### config.mk
export PLATFORM = sky130hd
export DESIGN_NAME = fifo_pkt_reader
export DESIGN_NICKNAME = d
export VERILOG_FILES = /design/src/rtl/fifo_pkt_reader.sv
export SDC_FILE = /design/constraint.sdc
export NUM_CORES = 1
export LEC_CHECK = 0
export BUFFER_PORTS_ARGS = -buffer_cell sky130_fd_sc_hd__buf_2
export CAP_MARGIN = 20
export CORE_MARGIN = 2
export CORE_UTILIZATION = 37
export CTS_BUF_LIST = sky130_fd_sc_hd__clkbuf_4 sky130_fd_sc_hd__clkbuf_8 sky130_fd_sc_hd__clkbuf_16
export CTS_CLUSTER_DIAMETER = 120
export DETAILED_ROUTE_END_ITERATION = 6
export PLACE_DENSITY = 0.81
export SLEW_MARGIN = 15
export SYNTH_ARGS = -nofsm -noshare
export SYNTH_HDL_FRONTEND = slang
export SYNTH_SLANG_ARGS = --single-unit
### constraint.sdc
create_clock -name clk -period 1.6 [get_ports clk]
set_input_delay 0.16 -clock clk [delete_from_list [all_inputs] [get_ports clk]]
set_output_delay 0.16 -clock clk [all_outputs]
set_load 0.1 [all_outputs]
### src/rtl/fifo_pkt_reader.sv
// fifo_pkt_reader: read side of a channel FIFO. It waits until a full packet is
// buffered, requests the formatter bus, and on grant pops pkt_len words
// back-to-back, framing them with first/last markers.
//
// Ports:
//   clk, rst_n   clock (posedge) and asynchronous active-low reset
//   fifo_empty   FIFO empty flag (only used with RD_UNDERFLOW_CHK_EN)
//   fifo_level   words currently held in the FIFO
//   fifo_rdata   FIFO read data, valid one cycle after fifo_rd_en
//   fifo_rd_en   FIFO pop strobe
//   pkt_len      configured packet length, clamped to MAX_CNT
//   pkt_req      bus request to the arbiter
//   pkt_grant    single-cycle grant from the arbiter
//   pkt_valid    pkt_data qualifier
//   pkt_data     packet word (zero while pkt_valid is low)
//   pkt_first    first word of a packet
//   pkt_last     last word of a packet
//   busy         reader is not idle
//   rd_err       sticky underflow flag
//
// Optional build macro RD_UNDERFLOW_CHK_EN: when defined, an empty FIFO at the
// point a pop would be issued ends the packet early and sets rd_err. When
// undefined, fifo_empty is ignored and rd_err stays 0.

module fifo_pkt_reader #(
    parameter int unsigned DATA_WIDE = 32,
    parameter int unsigned PTR_WIDE  = 3,
    parameter int unsigned MAX_CNT   = 8
) (
    input  logic                  clk,
    input  logic                  rst_n,
    input  logic                  fifo_empty,
    input  logic [PTR_WIDE:0]     fifo_level,
    input  logic [DATA_WIDE-1:0]  fifo_rdata,
    output logic                  fifo_rd_en,
    input  logic [PTR_WIDE:0]     pkt_len,
    output logic                  pkt_req,
    input  logic                  pkt_grant,
    output logic                  pkt_valid,
    output logic [DATA_WIDE-1:0]  pkt_data,
    output logic                  pkt_first,
    output logic                  pkt_last,
    output logic                  busy,
    output logic                  rd_err
);

    localparam int unsigned LW = PTR_WIDE + 1;

    typedef enum logic [1:0] {
        IDLE  = 2'd0,
        REQ   = 2'd1,
        READ  = 2'd2,
        DRAIN = 2'd3
    } state_e;

    state_e          state_q, state_d;
    logic [LW-1:0]   len_q, len_d;
    logic [LW-1:0]   rd_cnt_q, rd_cnt_d;
    logic [LW-1:0]   len_eff;
    logic            req_q, req_d;
    logic            rd_en_q, rd_en_d;
    logic            valid_q, valid_d;
    logic            first_q, first_d;
    logic            last_q, last_d;
    logic            busy_q, busy_d;
    logic            err_q, err_d;
    logic            pad_q, pad_d;
    logic            empty_chk;

    // Underflow qualifier; constant 0 when the check is compiled out.
`ifdef RD_UNDERFLOW_CHK_EN
    assign empty_chk = fifo_empty;
`else
    logic unused_fifo_empty;
    assign empty_chk         = 1'b0;
    assign unused_fifo_empty = fifo_empty;
`endif

    // Packet length clamped to the FIFO depth.
    always_comb begin
        len_eff = (pkt_len > LW'(MAX_CNT)) ? LW'(MAX_CNT) : pkt_len;
    end

    // Next-state, counters and output-stage decode.
    always_comb begin
        state_d  = state_q;
        len_d    = len_q;
        rd_cnt_d = rd_cnt_q;
        rd_en_d  = 1'b0;
        err_d    = err_q;
        pad_d    = 1'b0;
        // The word popped this cycle appears on the packet port next cycle.
        valid_d  = rd_en_q;
        first_d  = rd_en_q && (rd_cnt_q == '0);
        last_d   = rd_en_q && (rd_cnt_q == len_q - LW'(1));

        unique case (state_q)
            IDLE: begin
                if ((len_eff != '0) && (fifo_level >= len_eff)) begin
                    state_d = REQ;
                    len_d   = len_eff;
                end
            end
            REQ: begin
                if (pkt_grant) begin
                    if (empty_chk) begin
                        // Nothing to pop: close with a single zero-data word.
                        state_d = DRAIN;
                        err_d   = 1'b1;
                        pad_d   = 1'b1;
                        valid_d = 1'b1;
                        first_d = 1'b1;
                        last_d  = 1'b1;
                    end else begin
                        state_d  = READ;
                        rd_cnt_d = '0;
                        rd_en_d  = 1'b1;
                    end
                end
            end
            READ: begin
                if (rd_cnt_q == len_q - LW'(1)) begin
                    state_d = DRAIN;
                end else if (empty_chk) begin
                    // Underflow: the word already in flight becomes the last.
                    state_d = DRAIN;
                    err_d   = 1'b1;
                    last_d  = rd_en_q;
                end else begin
                    rd_cnt_d = rd_cnt_q + LW'(1);
                    rd_en_d  = 1'b1;
                end
            end
            DRAIN: begin
                state_d = IDLE;
            end
            default: begin
                state_d = IDLE;
            end
        endcase

        req_d  = (state_d == REQ);
        busy_d = (state_d != IDLE);
    end

    // State and registered outputs.
    always_ff @(posedge clk or negedge rst_n) begin
        if (!rst_n) begin
            state_q  <= IDLE;
            len_q    <= '0;
            rd_cnt_q <= '0;
            req_q    <= 1'b0;
            rd_en_q  <= 1'b0;
            valid_q  <= 1'b0;
            first_q  <= 1'b0;
            last_q   <= 1'b0;
            busy_q   <= 1'b0;
            err_q    <= 1'b0;
            pad_q    <= 1'b0;
        end else begin
            state_q  <= state_d;
            len_q    <= len_d;
            rd_cnt_q <= rd_cnt_d;
            req_q    <= req_d;
            rd_en_q  <= rd_en_d;
            valid_q  <= valid_d;
            first_q  <= first_d;
            last_q   <= last_d;
            busy_q   <= busy_d;
            err_q    <= err_d;
            pad_q    <= pad_d;
        end
    end

    assign fifo_rd_en = rd_en_q;
    assign pkt_req    = req_q;
    assign pkt_valid  = valid_q;
    assign pkt_first  = first_q;
    assign pkt_last   = last_q;
    assign busy       = busy_q;
    assign rd_err     = err_q;
    // FIFO read data arrives one cycle after the pop, aligned with pkt_valid.
    assign pkt_data   = (valid_q && !pad_q) ? fifo_rdata : '0;

endmodule
==> results.toml, run 1 <==
[clocking]
cts_tree = "built"
clk_pin_slew_ps = 100
cts_root_buffer = "clkbuf_4"
cts_buffer_depth = 2
cts.sinks = 16
h-tree-depth = 1
clock_latency_ps = 290
numCtsBuffers = 3

[final_layout]
multi_input_area_um2 = 846
fillers = 198
final_cell_mix = "buf_2 (47), and2_2 (33), buf_12 (32)"
nets = 282
areaGrowthSynthToFinish_pct = 97.8
regArea_um2 = 402
antennaDiodeCount = 0
mostFrequentLayoutCell = "buf_2"
drive_gt1_frac = 0.642
reg_top3 = "len_q (4), rd_cnt_q (4), state_q (2)"
fin_util = 0.773

[setup_path]
crit_path_start_kind = "flip-flop"
reg2reg_setup_slack_ps = -60
cpPeakStageDelay_ps = 370
worst-setup-path-type = "reg2reg"
worstPathArrival_ps = 1900
endpoint_kind = "flip-flop"
crit_fanout = 4
cp_cell_sequence = "inv_2, ha_4, xor2_1, nand2_1, nor3_4, buf_6, mux2i_1, a22o_1"
critPathRequiredTime_ps = 1840
reg2reg_from = "len_q[1]"
cp_slowest_cell = "dfrtp_1"
r2r_cells = 8
worstReg2RegEnd = "rd_cnt_q[1]"

[placement]
place.gp.congestion = 0.839
pre_cts_slack_ps = -150
dp_hpwl_mm = 3.19
portBuffers = 80

[sta]
max_freq_mhz = 604
fin_ws_ps = -56.3
tns_ps = -213
rsz0062_at_grt = "true"
clock_skew_ps = 3.29
tightest_slew_ps = 508
fin_crit_sh = 1.04
max-slew-margin-rel = 0.658
slew_violations = 0
holdWs_ps = 144
setup_viol = 6
layout_min_cycle_time_ps = 1660
hold_viol_final = 0

[yosys]
synth_seq_cells = 16
synth_xor_area_frac = 0.0437
ys_async_sr_fraction = 1.00
synth_top_flop_cell = "dfrtp_1"
syn_nets = 188
synth-edff-count = 0
syn-mean-instance-area_um2 = 9.04
synthSimpleGateAreaFrac = 0.309
synth_area_um2 = 1200
yosys_warnings = 0
synth_top_family_by_area = "simple AND/OR/NAND/NOR gates"
synth_adder_area_share = 0.114
synth_compound_area_frac = 0.0916
synthDistinctLibCells = 33
synth_cells = 133
ys_seq_area_frac = 0.333
synth.mux.area_fraction = 0.0520

[global_route]
track_usage = 0.214
grt_first_pass_wirelength_mm = 5.82
grt_max_degree = 34
gr-total-overflow = 0
antenna_found_initial = 0
grt_pass1_vias = 1305

[drt]
ant_nets = 0
avgRoutedWirePerCell_um = 14.0
wirelength_mm = 3.78
vias_per_cell = 4.82
drtIter0Drc = 32
drtPass1Iterations = 4
num_vias = 1301
drcViolationCount = 0

[status]
status = "complete, but fails checks"
violations = "setup timing"

[die]
io-pin-count = 83
start_util = 0.391
die_w_um = 61.0
die_area_um2 = 3720
core_um2 = 3080
fp-row-count = 20
die_h_um = 61.0

[worst_hold_path]
min_path_type = "in2reg"
hold_start = "pkt_len[3]"
hold_end = "len_q[3]"
hold_depth = 2

[job]
maxCapViolCount = 0
-- per-stage QoR --
step	instance area, um^2	std cells
floorplan	1240	133
finish	2380	270
global route	2380	270
global placement	2230	262
detailed placement	2230	262
CTS	2360	269
-- cell type report --
class / count / area share
multi-input combinational: 101 / 0.356
clock buffer: 4 / 0.0153
tap: 44 / 0.0231
inverter: 11 / 0.0174
timing repair buffer: 94 / 0.420
sequential: 16 / 0.169
-- worst max-delay path, delay by kind of cell, from the launching register on --
kind                     cells  cell delay (ps)
AND/OR/NAND/NOR              2              300
buffers and inverters        2              200
flip-flops                   1              370
AO/OA/AOI/OAI                1              130
XOR/XNOR                     1              160
multiplexers                 1              180
adder cells (fa/ha/maj)      1              260
-- synthesized netlist by cell type (all sizes together) (2+ instances only) --
master | n | area [um^2]
dfrtp | 16 | 400
ha | 11 | 138
nand2 | 10 | 37.5
a22o | 2 | 17.5
mux2 | 2 | 22.5
and2 | 34 | 214
inv | 11 | 41.3
o21ai | 4 | 20.0
clkbuf | 4 | 15.0
mux2i | 4 | 40.0
xor2 | 2 | 17.5
xnor2 | 4 | 35.0
nor3 | 3 | 31.3
nand3 | 5 | 25.0
a211oi | 2 | 20.0
o21bai | 2 | 15.0
o211ai | 2 | 15.0
a21oi | 3 | 15.0
or3 | 2 | 12.5
-- per-layer routing --
layer	global-route usage	part of all wire
met1	0.241	0.38
met2	0.401	0.51
met3	0.0469	0.092
met4	0.0652	0.016
met5	0	0
-- cell families (layout without fill, tap and decap cells) --
family / after synthesis / in the layout
AO/OA/AOI/OAI: 16 / 16
XOR/XNOR: 6 / 6
adder cells (fa/ha/maj): 11 / 11
buffers and inverters: 16 / 109
flip-flops: 16 / 16
multiplexers: 6 / 6
other: 1 / 1
AND/OR/NAND/NOR: 61 / 61
-- timing repair --
item / CTS / global route
hold buffers: 1 / 0
endpoints found under the hold margin: 16 / 0
setup buffers: 2 / 1
endpoints found under the setup margin: 8 / 9
gates resized for setup: 13 / 3
pin swaps: 10 / 2
-- how the worst max path moves through the flow --
stage	from	end	slack [ps]	cells after the start
final	len_q[1]	rd_cnt_q[1]	-60	8
after CTS	len_q[0]	busy	-30	8
after detailed placement	len_q[1]	busy	-150	8
after floorplan	len_q[0]	rd_cnt_q[0]	-40	7
after global placement	len_q[1]	rd_cnt_q[3]	-80	8
after global routing	len_q[1]	rd_cnt_q[1]	-160	8
Power of run 1 is not shown: default switching activity piles up to over one toggle a cycle in this logic, so the estimate is an artifact.
==> run 2: changes to the inputs <==
- ABC_AREA: not set -> 1
- CORE_UTILIZATION: 37 -> 39
- PLACE_DENSITY: 0.81 -> not set
- PLACE_DENSITY_LB_ADDON: not set -> 0.1
==> results.toml, run 2 <==
[status]
status = "completed"

[sta]
layout_min_cycle_time_ps = 1570
slew_violations = 0
rsz0062_at_grt = "true"
setup_viol = 0
hold_viol_final = 0
clock_skew_ps = 14.2
max_freq_mhz = 638
fin_crit_sh = 0.980
holdWs_ps = 148

[power_and_ir_drop]
peakVddDrop_v = 0.00103
powerDensity_nw_per_um2 = 2250
p_leak_nw = 1.13

[final_layout]
fin_util = 0.739
multi_input_area_um2 = 723
areaGrowthSynthToFinish_pct = 82.5
fillers = 252
nets = 342
antennaDiodeCount = 0
regArea_um2 = 404
fin_area_um2 = 2450
reg_top3 = "len_q (4), rd_cnt_q (4), state_q (2)"
final_cell_mix = "nand2_1 (69), buf_2 (48), buf_12 (32)"
drive_gt1_frac = 0.483
mostFrequentLayoutCell = "nand2_1"

[yosys]
synthTopCellsByCount = "nand2_1 (69), inv_1 (51), dfrtp_1 (16), ha_1 (11)"
synth_top_family_by_area = "simple AND/OR/NAND/NOR gates"
synth_seq_cells = 16
ys_seq_area_frac = 0.299
synth-edff-count = 0
yosys_warnings = 0
syn-mean-instance-area_um2 = 6.57
yosysTopAreaCell = "dfrtp_1"
synth_cells = 204
synthSimpleGateAreaFrac = 0.351
synth_xor_area_frac = 0.0131
synthDistinctLibCells = 28
syn_nets = 259
yosys.area.top_type_share = 0.299
ys_async_sr_fraction = 1.00
synth_adder_area_share = 0.103
synth_compound_area_frac = 0.0551
synth_top_flop_cell = "dfrtp_1"
yosysMostFrequentCell = "nand2_1"
synth.mux.area_fraction = 0
ys_top_cells_by_area = "dfrtp_1 (30%), nand2_1 (19%), inv_1 (14%), ha_1 (10%), nand2_2 (3.3%)"
synth_area_um2 = 1340

[drt]
num_vias = 1484
vias_per_cell = 4.47
ant_nets = 0
avgRoutedWirePerCell_um = 11.3
drcViolationCount = 0
drtPass1Iterations = 4
wirelength_mm = 3.75
drtIter0Drc = 43

[clocking]
cts_root_buffer = "clkbuf_4"
clk_pin_slew_ps = 100
numCtsBuffers = 3
cts.sinks = 16
cts_tree = "built"
cts_buffer_depth = 2
h-tree-depth = 1
clock_latency_ps = 290

[setup_path]
critPathRequiredTime_ps = 1440
cp_cell_sequence = "buf_2"
crit_family = "flip-flops"
critPathBufInv = 1
cpPeakStageDelay_ps = 630
worstPathArrival_ps = 1410
cp_slowest_cell = "dfrtp_4"
crit_path_start_kind = "flip-flop"
endpoint_kind = "output pin"
crit_fanout = 33
worst-setup-path-type = "reg2out"

[die]
core_um2 = 3310
die_w_um = 62.6
die_h_um = 62.6
fp-row-count = 21
die_area_um2 = 3920
start_util = 0.405
io-pin-count = 83

[global_route]
grt_max_degree = 34
grt_pass1_vias = 1341
gr-total-overflow = 0
antenna_found_initial = 0
grt_first_pass_wirelength_mm = 6.27
track_usage = 0.198

[placement]
dp_hpwl_mm = 3.22
place.gp.congestion = 0.801
portBuffers = 80
dpl_cell_area_um2 = 2370

[worst_hold_path]
min_path_type = "in2reg"

[job]
maxCapViolCount = 0
run 2: cell types whose count changed after synthesis, moves of 4 or more:
cell,before,now
nand2_2,0,7
nand2_1,10,69
o21ai_1,0,4
nor2_1,1,7
mux2i_1,4,0
inv_2,0,4
inv_1,11,51
xnor2_1,4,0
and2_1,33,0
nand4_1,0,4
run 2: what timing repair did:
action,CTS,global route
endpoints found under the hold margin,16,0
hold buffers,1,0
buffers inserted,0,1
setup endpoints to repair,0,13
resized for setup,0,4
run 2: per-layer routing:
metal,vias to the layer above,wire [um],GRT usage
met5,-,0,0
met3,5,269,0.0378
met2,69,1750,0.328
li1,756,-,-
met1,654,1690,0.267
met4,0,40,0.0500
run 2: power by group:
group          switching (mW)  internal, mW  total, mW
combinational            3.09          1.37       4.47
clock                   0.130         0.139      0.269
sequential              0.212         0.556      0.768
total                    3.44          2.07       5.51
run 2: logic make-up after synthesis:
logic type / Yosys count
compound gates: 12
simple gates: 102
xor+xnor: 2
flops: 16
buf+inv: 60
other cells: 1
fa+ha+maj: 11
run 2: layout make-up:
cell class | count | area share
repair buffers | 83 | 0.370
multi-input cells | 128 | 0.296
flip-flops and latches | 16 | 0.165
inverters | 55 | 0.130
well taps | 46 | 0.0235
clock buffers | 4 | 0.0148
run 2: path summary, 6_finish.rpt:
check,startpoint,depth (start not counted),endpoint,slack [ps]
hold / removal,pkt_len[1],3,len_q[1],150
setup reg to reg,len_q[0],10,pkt_req,140
min in group asynchronous,rst_n,2,len_q[2],330
max in group asynchronous,rst_n,2,pkt_valid,960
hold reg to reg,fifo_rd_en,0,pkt_valid,460
setup / recovery,pkt_valid,1,pkt_valid,30
run 2: stage by stage:
| stage | worst slack [ps] | TNS, ps | std cells | total power [mW] |
|---|---|---|---|---|
| final | 32.4 | 0 | 332 | 5.51 |
| after global routing | -35.3 | -81.0 | 332 | 5.80 |
| after CTS | 22.2 | 0 | 331 | 5.46 |
| after detailed placement | 38.4 | 0 | 326 | 5.19 |
| after global placement | 81.3 | 0 | 326 | 5.13 |
| after floorplan | 44.9 | 0 | 204 | 3.89 |
Power figures use the tool's default switching activity.
